### config.mk
export PLATFORM = sky130hd
export DESIGN_NAME = phase_scheduler
export DESIGN_NICKNAME = d
export VERILOG_FILES = /design/src/rtl/phase_scheduler.sv
export SDC_FILE = /design/constraint.sdc
export NUM_CORES = 1
export LEC_CHECK = 0
export ABC_AREA = 1
export ABC_CLOCK_PERIOD_IN_PS = 4370
export BUFFER_PORTS_ARGS = -buffer_cell sky130_fd_sc_hd__buf_4
export CORE_UTILIZATION = 52
export DETAILED_ROUTE_END_ITERATION = 7
export HOLD_SLACK_MARGIN = 0.1
export PLACE_DENSITY = 0.75
export SLEW_MARGIN = 20
export SYNTH_ARGS = -nofsm -noshare
export SYNTH_HDL_FRONTEND = slang
export SYNTH_SLANG_ARGS = --single-unit
### constraint.sdc
create_clock -name clk -period 4.37 [get_ports clk]
set_clock_uncertainty 0.05 [all_clocks]
set_input_delay 0.6555 -clock clk [delete_from_list [all_inputs] [get_ports clk]]
set_output_delay 0.6555 -clock clk [all_outputs]
set_load 0.01 [all_outputs]
### src/rtl/phase_scheduler.sv
// phase_scheduler: round-robin actuated green/yellow/all-red/walk sequencer; PHASE_SCHED_FLASH_EN adds a night flashing mode
module phase_scheduler #(
    parameter int N_APPR      = 4,
    parameter int CNT_W       = 8,
    parameter int T_MIN_GREEN = 10,
    parameter int T_MAX_GREEN = 40,
    parameter int T_YELLOW    = 4,
    parameter int T_ALL_RED   = 2,
    parameter int T_PED       = 15
) (
    input  logic                  clk,
    input  logic                  rst,
    input  logic [N_APPR-1:0]     req,
    input  logic                  ped_bt,
`ifdef PHASE_SCHED_FLASH_EN
    input  logic                  night_mode,
`endif
    output logic [3*N_APPR-1:0]   lights,
    output logic                  ped_walk,
    output logic [2:0]            active_idx,
    output logic                  phase_start
);
    localparam logic [CNT_W-1:0] MIN_G = CNT_W'(T_MIN_GREEN);
    localparam logic [CNT_W-1:0] MAX_G = CNT_W'(T_MAX_GREEN);
    localparam logic [CNT_W-1:0] YEL_T = CNT_W'(T_YELLOW);
    localparam logic [CNT_W-1:0] AR_T  = CNT_W'(T_ALL_RED);
    localparam logic [CNT_W-1:0] PED_T = CNT_W'(T_PED);

`ifdef PHASE_SCHED_FLASH_EN
    typedef enum logic [2:0] {S_ALL_RED, S_GREEN, S_YELLOW, S_PED_WALK, S_FLASH} state_t;
`else
    typedef enum logic [2:0] {S_ALL_RED, S_GREEN, S_YELLOW, S_PED_WALK} state_t;
`endif

    state_t               state, state_nxt;
    logic [CNT_W-1:0]     cnt;
    logic [2:0]           last_grant, idx_nxt, pick;
    logic                 ped_pending, ped_served, ped_prev, ped_rise, discard;
    logic                 demand_other, enter, flash_wrap;
    logic [N_APPR-1:0]    act_oh;
    logic [3*N_APPR-1:0]  lights_nxt;
    int                   best;

    assign ped_rise     = ped_bt & ~ped_prev;
    assign act_oh       = {{(N_APPR-1){1'b0}}, 1'b1} << active_idx;
    assign demand_other = |(req & ~act_oh) | ped_pending;
    assign enter        = state_nxt != state;

`ifdef PHASE_SCHED_FLASH_EN
    logic flash_on, flash_nxt;
    assign discard    = (state == S_PED_WALK) || (state == S_FLASH);
    assign flash_wrap = (state == S_FLASH) && (cnt >= YEL_T);
    assign flash_nxt  = (state != S_FLASH) ? 1'b1 : flash_wrap ? ~flash_on : flash_on;
`else
    assign discard    = state == S_PED_WALK;
    assign flash_wrap = 1'b0;
`endif

    // Nearest requester after last_grant, measured as circular distance
    always_comb begin
        best = N_APPR;
        pick = last_grant;
        for (int j = 0; j < N_APPR; j++)
            if (req[j] && ((j + 2*N_APPR - int'(last_grant) - 1) % N_APPR) < best) begin
                best = (j + 2*N_APPR - int'(last_grant) - 1) % N_APPR;
                pick = 3'(j);
            end
    end

    always_comb begin
        state_nxt = state;
        idx_nxt   = active_idx;
        case (state)
            S_ALL_RED:
                if (cnt >= AR_T) begin
`ifdef PHASE_SCHED_FLASH_EN
                    if (night_mode) state_nxt = S_FLASH; else
`endif
                    if (ped_pending && !(ped_served && |req)) state_nxt = S_PED_WALK;
                    else if (|req) begin
                        state_nxt = S_GREEN;
                        idx_nxt   = pick;
                    end
                end
            S_GREEN:
                if (cnt >= MIN_G && demand_other && (!(|(req & act_oh)) || cnt >= MAX_G))
                    state_nxt = S_YELLOW;
            S_YELLOW:   state_nxt = (cnt >= YEL_T) ? S_ALL_RED : S_YELLOW;
            S_PED_WALK: state_nxt = (cnt >= PED_T) ? S_ALL_RED : S_PED_WALK;
`ifdef PHASE_SCHED_FLASH_EN
            S_FLASH:    state_nxt = night_mode ? S_FLASH : S_ALL_RED;
`endif
            default:    state_nxt = S_ALL_RED;
        endcase
    end

    // Lamp codes are decoded from the next state so they register in step with it
    always_comb begin
        lights_nxt = '0;
        for (int i = 0; i < N_APPR; i++) begin
            lights_nxt[3*i +: 3] = (state_nxt == S_GREEN  && idx_nxt == 3'(i)) ? 3'b100 :
                                   (state_nxt == S_YELLOW && idx_nxt == 3'(i)) ? 3'b010 : 3'b001;
`ifdef PHASE_SCHED_FLASH_EN
            if (state_nxt == S_FLASH) lights_nxt[3*i +: 3] = flash_nxt ? 3'b010 : 3'b000;
`endif
        end
    end

    always_ff @(posedge clk or negedge rst) begin
        if (!rst) begin
            state       <= S_ALL_RED;
            cnt         <= CNT_W'(1);
            active_idx  <= 3'd0;
            last_grant  <= 3'(N_APPR-1);
            ped_pending <= 1'b0;
            ped_served  <= 1'b0;
            ped_prev    <= 1'b0;
            lights      <= {N_APPR{3'b001}};
            ped_walk    <= 1'b0;
            phase_start <= 1'b0;
        end else begin
            state       <= state_nxt;
            cnt         <= (enter || flash_wrap) ? CNT_W'(1) : (&cnt) ? cnt : cnt + CNT_W'(1);
            active_idx  <= idx_nxt;
            last_grant  <= (enter && state_nxt == S_GREEN) ? idx_nxt : last_grant;
            ped_prev    <= ped_bt;
            ped_pending <= (enter && state_nxt == S_PED_WALK) ? 1'b0 :
                           (ped_rise && !discard) ? 1'b1 : ped_pending;
            ped_served  <= (enter && state_nxt == S_PED_WALK) ? 1'b1 :
                           (enter && state_nxt == S_GREEN) ? 1'b0 : ped_served;
            lights      <= lights_nxt;
            ped_walk    <= state_nxt == S_PED_WALK;
            phase_start <= enter;
        end
    end

`ifdef PHASE_SCHED_FLASH_EN
    always_ff @(posedge clk or negedge rst) begin
        if (!rst) flash_on <= 1'b1;
        else      flash_on <= flash_nxt;
    end
`endif
endmodule
# ---- Yosys cells after proc, flatten, opt, wreduce, memory -nomap -nowiden
# Index checks and enable logic that the tools add are counted.
dict set report word_totals {
  register_bits 34
  inputBits 7
  wordCells 117
}
dict set report op_classes {
  n_addsub 9
  n_lt_le_gt_ge 9
  eq_ne 11
  shift 1
  mux 32
  n_bitwise 10
  reduce_logical 35
}
# op count
set op_table {}
lappend op_table {{$lt 3x32->1} 3}
lappend op_table {{$mux 32} 3}
lappend op_table {{$mux 3} 16}
lappend op_table {{$sub 5x2->6 const B} 4}
lappend op_table {{$sub 4x3->5 const A} 4}
lappend op_table {{$logic_and 1x1->1} 19}
lappend op_table {{$eq 3x2->1 const B} 6}
lappend op_table {{$ge 8x4->1 const B} 2}
lappend op_table {{$mux 8} 2}
lappend op_table {{$mux 2} 6}
lappend op_table {{$pmux 3 s4} 1}
lappend op_table {{$reduce_or 4->1} 3}
lappend op_table {{$eq 3x1->1 const B} 3}
lappend op_table {{$add 8x1->8 const B} 1}
lappend op_table {{$and 4x4->4} 2}
lappend op_table {{$ge 8x2->1 const B} 1}
lappend op_table {{$ge 8x3->1 const B} 1}
lappend op_table {{$ge 8x6->1 const B} 1}
lappend op_table {{$reduce_and 8->1} 1}
lappend op_table {{$reduce_or 2->1} 4}
lappend op_table {{$logic_not 3->1} 2}
lappend op_table {{$and 1x1->1} 5}
lappend op_table {{$lt 3x4->1 const B} 1}
lappend op_table {{$mux 1} 4}
lappend op_table {{9 further kinds} 12}

# ---- Logic depth before layout (Yosys ltp)
# Gate-level depths: netlist of run 1.
dict set report logic_depth {
  depth_word 24
  depth_mapped 36
  depth_no_buf 36
}

# ---- Worst setup path after synthesis of run 1
# OpenSTA, ideal clock, no wires.
dict set report synth_path {
  path_kind {reg-to-reg}
  start {register last_grant[0]}
  end {register lights[10]}
  setup_ns 0.121
  t_arrival_ns 4.299
  required_ns 4.199
  path_slack_ns -0.100
  path_stages_with_launch 36
  n_path_buf 0
  period_less_slack_ns 4.470
  cell_sequence {dfstp_2 -> inv_1 -> ha_1 -> nor2_1 -> nand2_1 -> nor3_1 -> nand2_1 -> ha_1 -> nand2_1 -> inv_1 -> nand2_1 -> nand2_1 -> nand2_1 -> nand2_1 -> o21ai_0 -> ha_1 -> nand2_1 -> nand2_1 -> nand2_1 -> nand2_1 -> nand2_1 -> nand2_2 -> or2_2 -> nand2_1 -> ha_1 -> nand2_1 -> inv_1 -> nand2_1 -> nand2_1 -> nand2_2 -> nand2_4 -> nand2_2 -> o21ai_2 -> inv_2 -> nand2_1 -> nor2_1}
}
dict set report synth_via {
  elab_chain_len 24
}
# item line_no
set synth_lines {}
lappend synth_lines {{start, declared} 37} ;# logic [2:0] last_grant, idx_nxt, pick;
lappend synth_lines {{start signal, assigned} 114} ;# last_grant <= 3'(N_APPR-1);
lappend synth_lines {{start signal, assigned} 125} ;# last_grant <= (enter && state_nxt == S_GREEN) ? idx_nxt : last_grant;
lappend synth_lines {{$sub 4x3->5} {64, 65}}
lappend synth_lines {{$sub 5x2->6} {64, 65}}
lappend synth_lines {{$reduce_or 2->1 (no source line)} n/a}
lappend synth_lines {{$and 1x1->1 (no source line)} n/a}
lappend synth_lines {{$lt 3x4->1} 64} ;# if (req[j] && ((j + 2*N_APPR - int'(last_grant) - 1) % N_APPR) < best) begin
lappend synth_lines {{$logic_and 1x1->1} 64}
lappend synth_lines {{$mux 32} 64}
lappend synth_lines {{$lt 3x32->1} 64}
lappend synth_lines {{(+10 left out)} n/a}
lappend synth_lines {{$mux 3 *} 75} ;# if (cnt >= AR_T) begin
lappend synth_lines {{$mux 3 *} 73} ;# case (state)
lappend synth_lines {{named net idx_nxt[0]} 37}
lappend synth_lines {{$eq 3x2->1 *} {101, 102}}
lappend synth_lines {{$logic_and 1x1->1} 102} ;# (state_nxt == S_YELLOW && idx_nxt == 3'(i)) ? 3'b010 : 3'b001;
lappend synth_lines {{$mux 2} 102}
lappend synth_lines {{$mux 3 *} 101} ;# lights_nxt[3*i +: 3] = (state_nxt == S_GREEN && idx_nxt == 3'(i)) ? 3'b100 :
lappend synth_lines {{named net lights_nxt[10]} 41} ;# logic [3*N_APPR-1:0] lights_nxt;
lappend synth_lines {{end signal, assigned} 118} ;# lights <= {N_APPR{3'b001}};
lappend synth_lines {{end signal, assigned} 131} ;# lights <= lights_nxt;
lappend synth_lines {{end, declared} 18} ;# output logic [3*N_APPR-1:0] lights,
# Mark *: on every way through the listed nets, which the timed path passes. The rest lies on a longest branch.
# A chain may end at the register's enable or synchronous reset.

# ---- Worst setup path after layout of run 1
# Same ends and word-level chain as after synthesis.

==> flow_metrics.py, run 1 <==
metrics = {
    "status": {
        "status": "complete, no violations",
    },
    "placed_design": {
        "dp_hpwl_mm": 3.19,
        "place_congestion": 0.856,
        "dp.cells": 348,
        "port_buffers": 23,
    },
    "synth": {
        "netlist_area_mm2": 0.00210,
        "ys.flop_type": "dfrtp_1",
        "synthCells": 257,
        "synth_edf_count": 0,
        "yosysSeqAreaShare_pct": 40.9,
        "yosys_warnings": 0,
        "syn_avg_cell_area_um2": 8.17,
        "ys_seq_elements": 34,
        "synthDistinctLibCells": 39,
        "async_flop_share_pct": 100,
    },
    "die": {
        "coreArea_mm2": 0.00377,
        "die_area_mm2": 0.00430,
        "rows": 22,
        "die_x_um": 65.6,
        "pin_count": 24,
        "die_y_um": 65.6,
        "start_util_pct": 55.7,
    },
    "layout": {
        "nets": 333,
        "syn_to_final_growth_pct": 31.7,
        "nFillCells": 286,
        "seqCellArea_um2": 860,
        "fin_cells": 361,
        "multiInputGateArea_mm2": 0.00121,
        "antenna_cells": 0,
        "drive_above_1_share_pct": 34.5,
    },
    "timing": {
        "fin_crit_sh_pct": 95.2,
        "rsz0062_at_grt": "yes",
        "hold_viol": 0,
        "tightest_slew_ps": 609,
        "timing.slew.headroom_pct": 59.0,
        "slew_violations": 0,
        "fmax_mhz": 240,
        "setup_viol_count_final": 0,
        "fin_crit_ps": 4160,
    },
    "clocking": {
        "cts-root-buf": "clkbuf_8",
        "clk_path_buf_depth": 2,
        "clk_latency_ps": 290,
        "cts_tree": "built",
        "cts_sinks": 34,
        "h-tree-depth": 2,
        "cts-hold-fix-buffers": 0,
        "cts-buffers-inserted": 5,
        "path_clk_slew_ps": 70,
    },
    "pwr": {
        "vdd_drop_max_v": 0.000386,
        "power.density_mw_per_mm2": 669,
        "switching_power_w": 0.000774,
        "seqPwrFrac_pct": 25.7,
        "power.total_w": 0.00185,
        "clockPowerShare_pct": 18.9,
        "p_sw_share_pct": 41.8,
        "combPwrFrac_pct": 55.5,
        "p_int_w": 0.00108,
        "p_leak_nw": 1.34,
    },
    "worst_setup_path": {
        "worst_ep_required_time_ps": 4550,
        "cp_top_family": "simple AND/OR/NAND/NOR gates",
        "reg2reg_from": "last_grant[0]$_DFFE_PN1P_",
        "reg2regPathDepth": 35,
        "critPathMostFrequentCell": "nand2_1",
        "reg2reg_slack_ps": 210,
        "reg2reg_to": "lights[10]$_DFF_PN0_",
        "crit_path_end_kind": "flip-flop",
        "crit_arrival_ps": 4340,
        "start_kind": "flip-flop",
        "max_stage_delay_ps": 550,
        "slowest_stage": "dfstp_2",
        "worstPathMaxFanout": 6,
        "critPathKind": "flip-flop to flip-flop",
        "path_buf_inv": 3,
        "cp.depth": 35,
        "crit_path_start": "last_grant[0]$_DFFE_PN1P_",
        "cp-endpoint": "lights[10]$_DFF_PN0_",
    },
    "global_route": {
        "grt_max_degree": 35,
        "antenna_found_initial": 0,
        "grt_use_total_pct": 23.4,
        "grt_pass1_vias": 1788,
        "gr-total-overflow": 0,
        "grt_pass1_wl_mm": 7.56,
    },
    "detailed_routing": {
        "num_vias": 1846,
        "drc": 0,
        "detail_route.wl_per_cell_um": 12.4,
        "antenna_left": 0,
        "dr.pass1.iters": 4,
        "avgViaCountPerCell": 5.11,
        "drt_iter0_markers": 82,
        "wl_mm": 4.49,
    },
    "flow_run": {
        "drv_cap": 0,
    },
    "worst_hold_path": {
        "hold_class": "primary input to asynchronous set/reset pin",
    },
}
## worst min path at each step
stage	from	end	slack, ps	cells past startpoint
2_1_floorplan	rst	active_idx[0]$_DFF_PN0_	310	0
3_3_place_gp	ped_prev$_DFF_PN0_	ped_pending$_DFFE_PN0P_	440	2
3_5_place_dp	ped_prev$_DFF_PN0_	ped_pending$_DFFE_PN0P_	450	2
4_1_cts	rst	last_grant[2]$_DFFE_PN0P_	260	1
5_1_grt	rst	cnt[2]$_DFFE_PN0P_	270	1
6_report	rst	cnt[2]$_DFFE_PN0P_	250	1
## cells in the final DEF, fill, tap and decap left out, types with 5 or more instances in the layout
cell type and n:
ha_1 10, nand3_1 12, nand2_2 16, conb_1 5, nand2_1 36, o21ai_0 8, inv_2 6, nor2_2 5
dfstp_2 7, buf_4 44, dfrtp_1 27, inv_1 37, a21oi_1 10, nor3_1 7, nor2_1 26, clkbuf_8 5
## layer usage
layer / GRT usage, % / vias to the layer above / share of wire (%)
met5: 0 / - / 0
met4: 7.34 / 0 / 1.3
met3: 5.90 / 5 / 2.8
met2: 39.8 / 22 / 51
met1: 29.0 / 877 / 45
li1: - / 942 / -
## state kept, by name (all words and copies together) (netlist names)
signal and count:
last_grant 3, state 3, active_idx 3, ped_prev 1, cnt 8, lights 12, ped_served 1, phase_start 1
ped_pending 1, ped_walk 1
## Yosys cell counts, drive strengths merged (2+ instances only)
cell type | n | area share, %
a22oi | 2 | 0.71
nor4 | 4 | 1.9
dfrtp | 27 | 32
a311oi | 2 | 1.1
o211ai | 4 | 1.4
a21oi | 12 | 3.6
o21ai | 14 | 3.5
xor2 | 4 | 1.7
nor2 | 34 | 6.8
dfstp | 7 | 8.8
a211oi | 2 | 0.95
inv | 43 | 7.7
nor3 | 9 | 2.7
nand3 | 12 | 2.9
ha | 14 | 8.3
nand2 | 56 | 12
## through the flow
| step | setup WS, ps | TNS [ps] | hold slack (ps) | cell area [um^2] | utilization, % |
|---|---|---|---|---|---|
| after floorplan | 0.903 | 0 | 310 | 2120 | - |
| after global placement | 15.2 | 0 | 442 | 2470 | 65.6 |
| after detailed placement | -168 | -1650 | 450 | 2470 | 65.6 |
| after CTS | 4.09 | 0 | 256 | 2690 | 71.3 |
| after global routing | -99.0 | -589 | 271 | 2770 | 73.4 |
| final | 211 | 0 | 246 | 2770 | 73.4 |
## layout make-up
type	instances	area share (%)
multi-input cells	183	43.9
flip-flops and latches	34	31.1
repair buffers	44	11.9
inverters	44	5.97
clock buffers	5	2.49
clock inverters	3	2.49
well taps	48	2.17
## what timing repair did
action                                  CTS  global route
pin swaps                                 5             7
hold endpoints to repair                  0             0
setup buffers                             4             1
endpoints found under the setup margin   13            18
resized for setup                         9            20
## worst register-to-register path, delay by kind of cell, from the launching register on
family / cells / cell delay, ps
compound gates: 2 / 230
flops: 1 / 550
fa+ha+maj: 4 / 1070
buf+inv: 3 / 140
simple gates: 26 / 2050
## cell families after synthesis
family,Yosys count,synth area share (%)
buffers and inverters,44,7.86
XOR/XNOR,5,2.08
AND/OR/NAND/NOR,117,27.0
AO/OA/AOI/OAI,42,13.6
other,1,0.179
flip-flops,34,40.9
adder cells (fa/ha/maj),14,8.34
## power groups by stage
stage / Sequential (W) / Combinational [W] / Clock [W]
after floorplan: 0.000499 / 0.000590 / 0
after global placement: 0.000479 / 0.000878 / 0
after detailed placement: 0.000480 / 0.000888 / 0
after CTS: 0.000476 / 0.000943 / 0.000356
after global routing: 0.000489 / 0.00116 / 0.000371
final: 0.000475 / 0.00103 / 0.000349
Note: power is estimated with default switching activity, not from simulation.
==> inputs of run 2 (changes only) <==
--- a/config.mk
+++ b/config.mk
@@ -5,13 +5,12 @@
 export SDC_FILE = /design/constraint.sdc
 export NUM_CORES = 1
 export LEC_CHECK = 0
-export ABC_AREA = 1
 export ABC_CLOCK_PERIOD_IN_PS = 4370
 export BUFFER_PORTS_ARGS = -buffer_cell sky130_fd_sc_hd__buf_4
-export CORE_UTILIZATION = 52
+export CORE_UTILIZATION = 53
 export DETAILED_ROUTE_END_ITERATION = 7
 export HOLD_SLACK_MARGIN = 0.1
-export PLACE_DENSITY = 0.75
+export PLACE_DENSITY = 0.76
 export SLEW_MARGIN = 20
 export SYNTH_ARGS = -nofsm -noshare
 export SYNTH_HDL_FRONTEND = slang
==> flow_metrics.py, run 2 <==
metrics = {
    "clocking": {
        "h-tree-depth": 2,
        "cts_tree": "built",
        "clk_latency_ps": 300,
        "path_clk_slew_ps": 70,
        "cts-root-buf": "clkbuf_8",
        "cts-hold-fix-buffers": 0,
        "cts_sinks": 34,
        "cts-buffers-inserted": 5,
        "clk_path_buf_depth": 2,
    },
    "layout": {
        "syn_to_final_growth_pct": 52.5,
        "antenna_cells": 0,
        "reg_top3": "lights x12, cnt x8",
        "fin_cells": 363,
        "final_cell_area_mm2": 0.00337,
        "nets": 333,
        "mostFrequentLayoutCell": "buf_4",
        "largest_reg_flops": 12,
        "nFillCells": 193,
        "top_register": "lights",
        "utilization_pct": 84.1,
        "drive_above_1_share_pct": 52.1,
        "mostFrequentLayoutCells": "buf_4, dfrtp_1, nor2_1",
    },
    "worst_setup_path": {
        "critPathMostFrequentCell": "ha_4",
        "crit_path_end_kind": "flip-flop",
        "worstPathMaxFanout": 4,
        "crit_arrival_ps": 5680,
        "crit_chain": "inv_4, ha_4, nand2b_4, a2111oi_4, nand2_2, ha_4, and4bb_2, or2_4, a21oi_4, inv_2, ha_4, nor4bb_4, nand3b_1, o21a_2, a21o_1, ha_4, and2b_1, a311oi_4, buf_4, a211oi_4, o21bai_4, or4b_1",
        "reg2reg_slack_ps": -1150,
        "path_buf_inv": 3,
        "worst_ep_required_time_ps": 4530,
        "reg2reg_from": "last_grant[0]$_DFFE_PN1P_",
        "max_stage_delay_ps": 570,
        "critPathKind": "flip-flop to flip-flop",
        "cp-endpoint": "lights[0]$_DFF_PN1_",
        "reg2regPathDepth": 22,
        "cp_top_family": "simple AND/OR/NAND/NOR gates",
        "crit_path_start": "last_grant[0]$_DFFE_PN1P_",
        "cp.depth": 22,
        "reg2reg_to": "lights[0]$_DFF_PN1_",
        "start_kind": "flip-flop",
        "slowest_stage": "dfstp_2",
    },
    "die": {
        "die_x_um": 66.5,
        "rows": 23,
        "die_area_mm2": 0.00443,
        "pin_count": 24,
        "die_y_um": 66.5,
        "start_util_pct": 55.2,
        "coreArea_mm2": 0.00400,
    },
    "detailed_routing": {
        "detail_route.wl_per_cell_um": 21.6,
        "wl_mm": 7.84,
        "num_vias": 2336,
        "avgViaCountPerCell": 6.44,
        "drt_iter0_markers": 232,
        "antenna_left": 0,
        "dr.pass1.iters": 5,
        "drc": 0,
    },
    "pwr": {
        "power.density_mw_per_mm2": 727,
        "p_leak_nw": 1.47,
        "vdd_drop_max_v": 0.000803,
    },
    "synth": {
        "synth.largest_area_cell": "dfrtp_1",
        "yosys_warnings": 0,
        "ys.flop_type": "dfrtp_1",
        "synthCells": 222,
        "synth_common_cells": "dfrtp_1, nor2_1, ha_1, inv_1, o21ai_0",
        "synthDistinctLibCells": 67,
        "synth_edf_count": 0,
        "synth.most_common_cell": "dfrtp_1",
        "async_flop_share_pct": 100,
        "yosysSeqAreaShare_pct": 38.9,
        "ys_seq_elements": 34,
        "netlist_area_mm2": 0.00221,
        "synth_top_cell_area_share_pct": 30.6,
        "syn_avg_cell_area_um2": 9.94,
        "synth_area_leaders": "dfrtp_1, dfstp_2, ha_1",
    },
    "global_route": {
        "gr-total-overflow": 0,
        "grt_pass1_wl_mm": 9.51,
        "grt_use_total_pct": 29.5,
        "grt_max_degree": 35,
        "grt_pass1_vias": 2026,
        "antenna_found_initial": 0,
    },
    "timing": {
        "tightest_slew_ps": 891,
        "hold_viol": 0,
        "fin_crit_ps": 5520,
        "whs_ps": 243,
        "slew_violations": 0,
        "fmax_mhz": 181,
        "fin_crit_sh_pct": 126,
        "timing.slew.headroom_pct": 40.1,
        "setup_viol_count_final": 18,
        "rsz0062_at_grt": "yes",
        "timing.final.ws_setup_ps": -1150,
    },
    "placed_design": {
        "dp.cells": 329,
        "place_congestion": 0.857,
        "dp_hpwl_mm": 3.90,
        "place_area_mm2": 0.00283,
        "port_buffers": 23,
        "post-place-ws_ps": -817,
    },
    "status": {
        "status": "finished with violations",
        "violations": "setup timing",
    },
    "flow_run": {
        "drv_cap": 0,
    },
    "worst_hold_path": {
        "hold_class": "primary input to asynchronous set/reset pin",
    },
}
## run 2: how the worst min path moves through the flow
stage | startpoint | endpoint | slack [ps]
2_1_floorplan | rst | active_idx[0]$_DFF_PN0_ | 310
3_3_place_gp | ped_prev$_DFF_PN0_ | ped_pending$_DFFE_PN0P_ | 480
3_5_place_dp | ped_prev$_DFF_PN0_ | ped_pending$_DFFE_PN0P_ | 470
4_1_cts | rst | ped_prev$_DFF_PN0_ | 250
5_1_grt | rst | cnt[4]$_DFFE_PN0P_ | 270
6_report | rst | cnt[2]$_DFFE_PN0P_ | 240
## run 2: cell type report
class / instances / area [um^2] / share of cell area, %
Clock inverter: 3 / 45.0 / 1.34
Sequential cell: 34 / 860 / 25.5
Inverter: 14 / 55.1 / 1.64
Multi-Input combinational cell: 174 / 1620 / 48.1
Clock buffer: 5 / 68.8 / 2.04
Timing Repair Buffer: 83 / 657 / 19.5
Tap cell: 50 / 62.6 / 1.86
## run 2: repair_timing
| action | CTS | global route |
|---|---|---|
| endpoints found under the setup margin | 18 | 18 |
| setup buffers | 17 | 12 |
| pin swaps | 38 | 35 |
| hold endpoints to repair | 0 | 0 |
| resized for setup | 26 | 25 |
## run 2: power by group
group	leakage [nW]	internal [W]	total [W]	switching, W
Combinational	0.995	0.000760	0.00164	0.000881
Sequential	0.428	0.000422	0.000509	0.0000870
Clock	0.0504	0.000170	0.000296	0.000126
Total	1.47	0.00135	0.00245	0.00109
## run 2: cell families after synthesis
logic type / Yosys count / synth area share [%]
XOR/XNOR: 4 / 1.59
buffers and inverters: 18 / 3.17
other: 1 / 0.170
adder cells (fa/ha/maj): 14 / 7.94
AO/OA/AOI/OAI: 60 / 21.0
multiplexers: 2 / 1.47
flip-flops: 34 / 38.9
AND/OR/NAND/NOR: 89 / 25.7
## run 2: through the flow
stage          setup TNS (ps)  total power, W
2_1_floorplan           -9660         0.00125
3_3_place_gp            -9680         0.00163
3_5_place_dp           -11190         0.00168
4_1_cts                 -8530         0.00214
5_1_grt                -18560         0.00254
6_report               -16030         0.00245
## run 2: layer usage
| layer | vias up | global-route usage [%] | wire (um) |
|---|---|---|---|
| met3 | 42 | 5.99 | 642 |
| met2 | 146 | 51.7 | 3800 |
| met5 | - | 0 | 0 |
| met1 | 1139 | 36.1 | 3080 |
| met4 | 0 | 9.04 | 313 |
| li1 | 1009 | - | - |
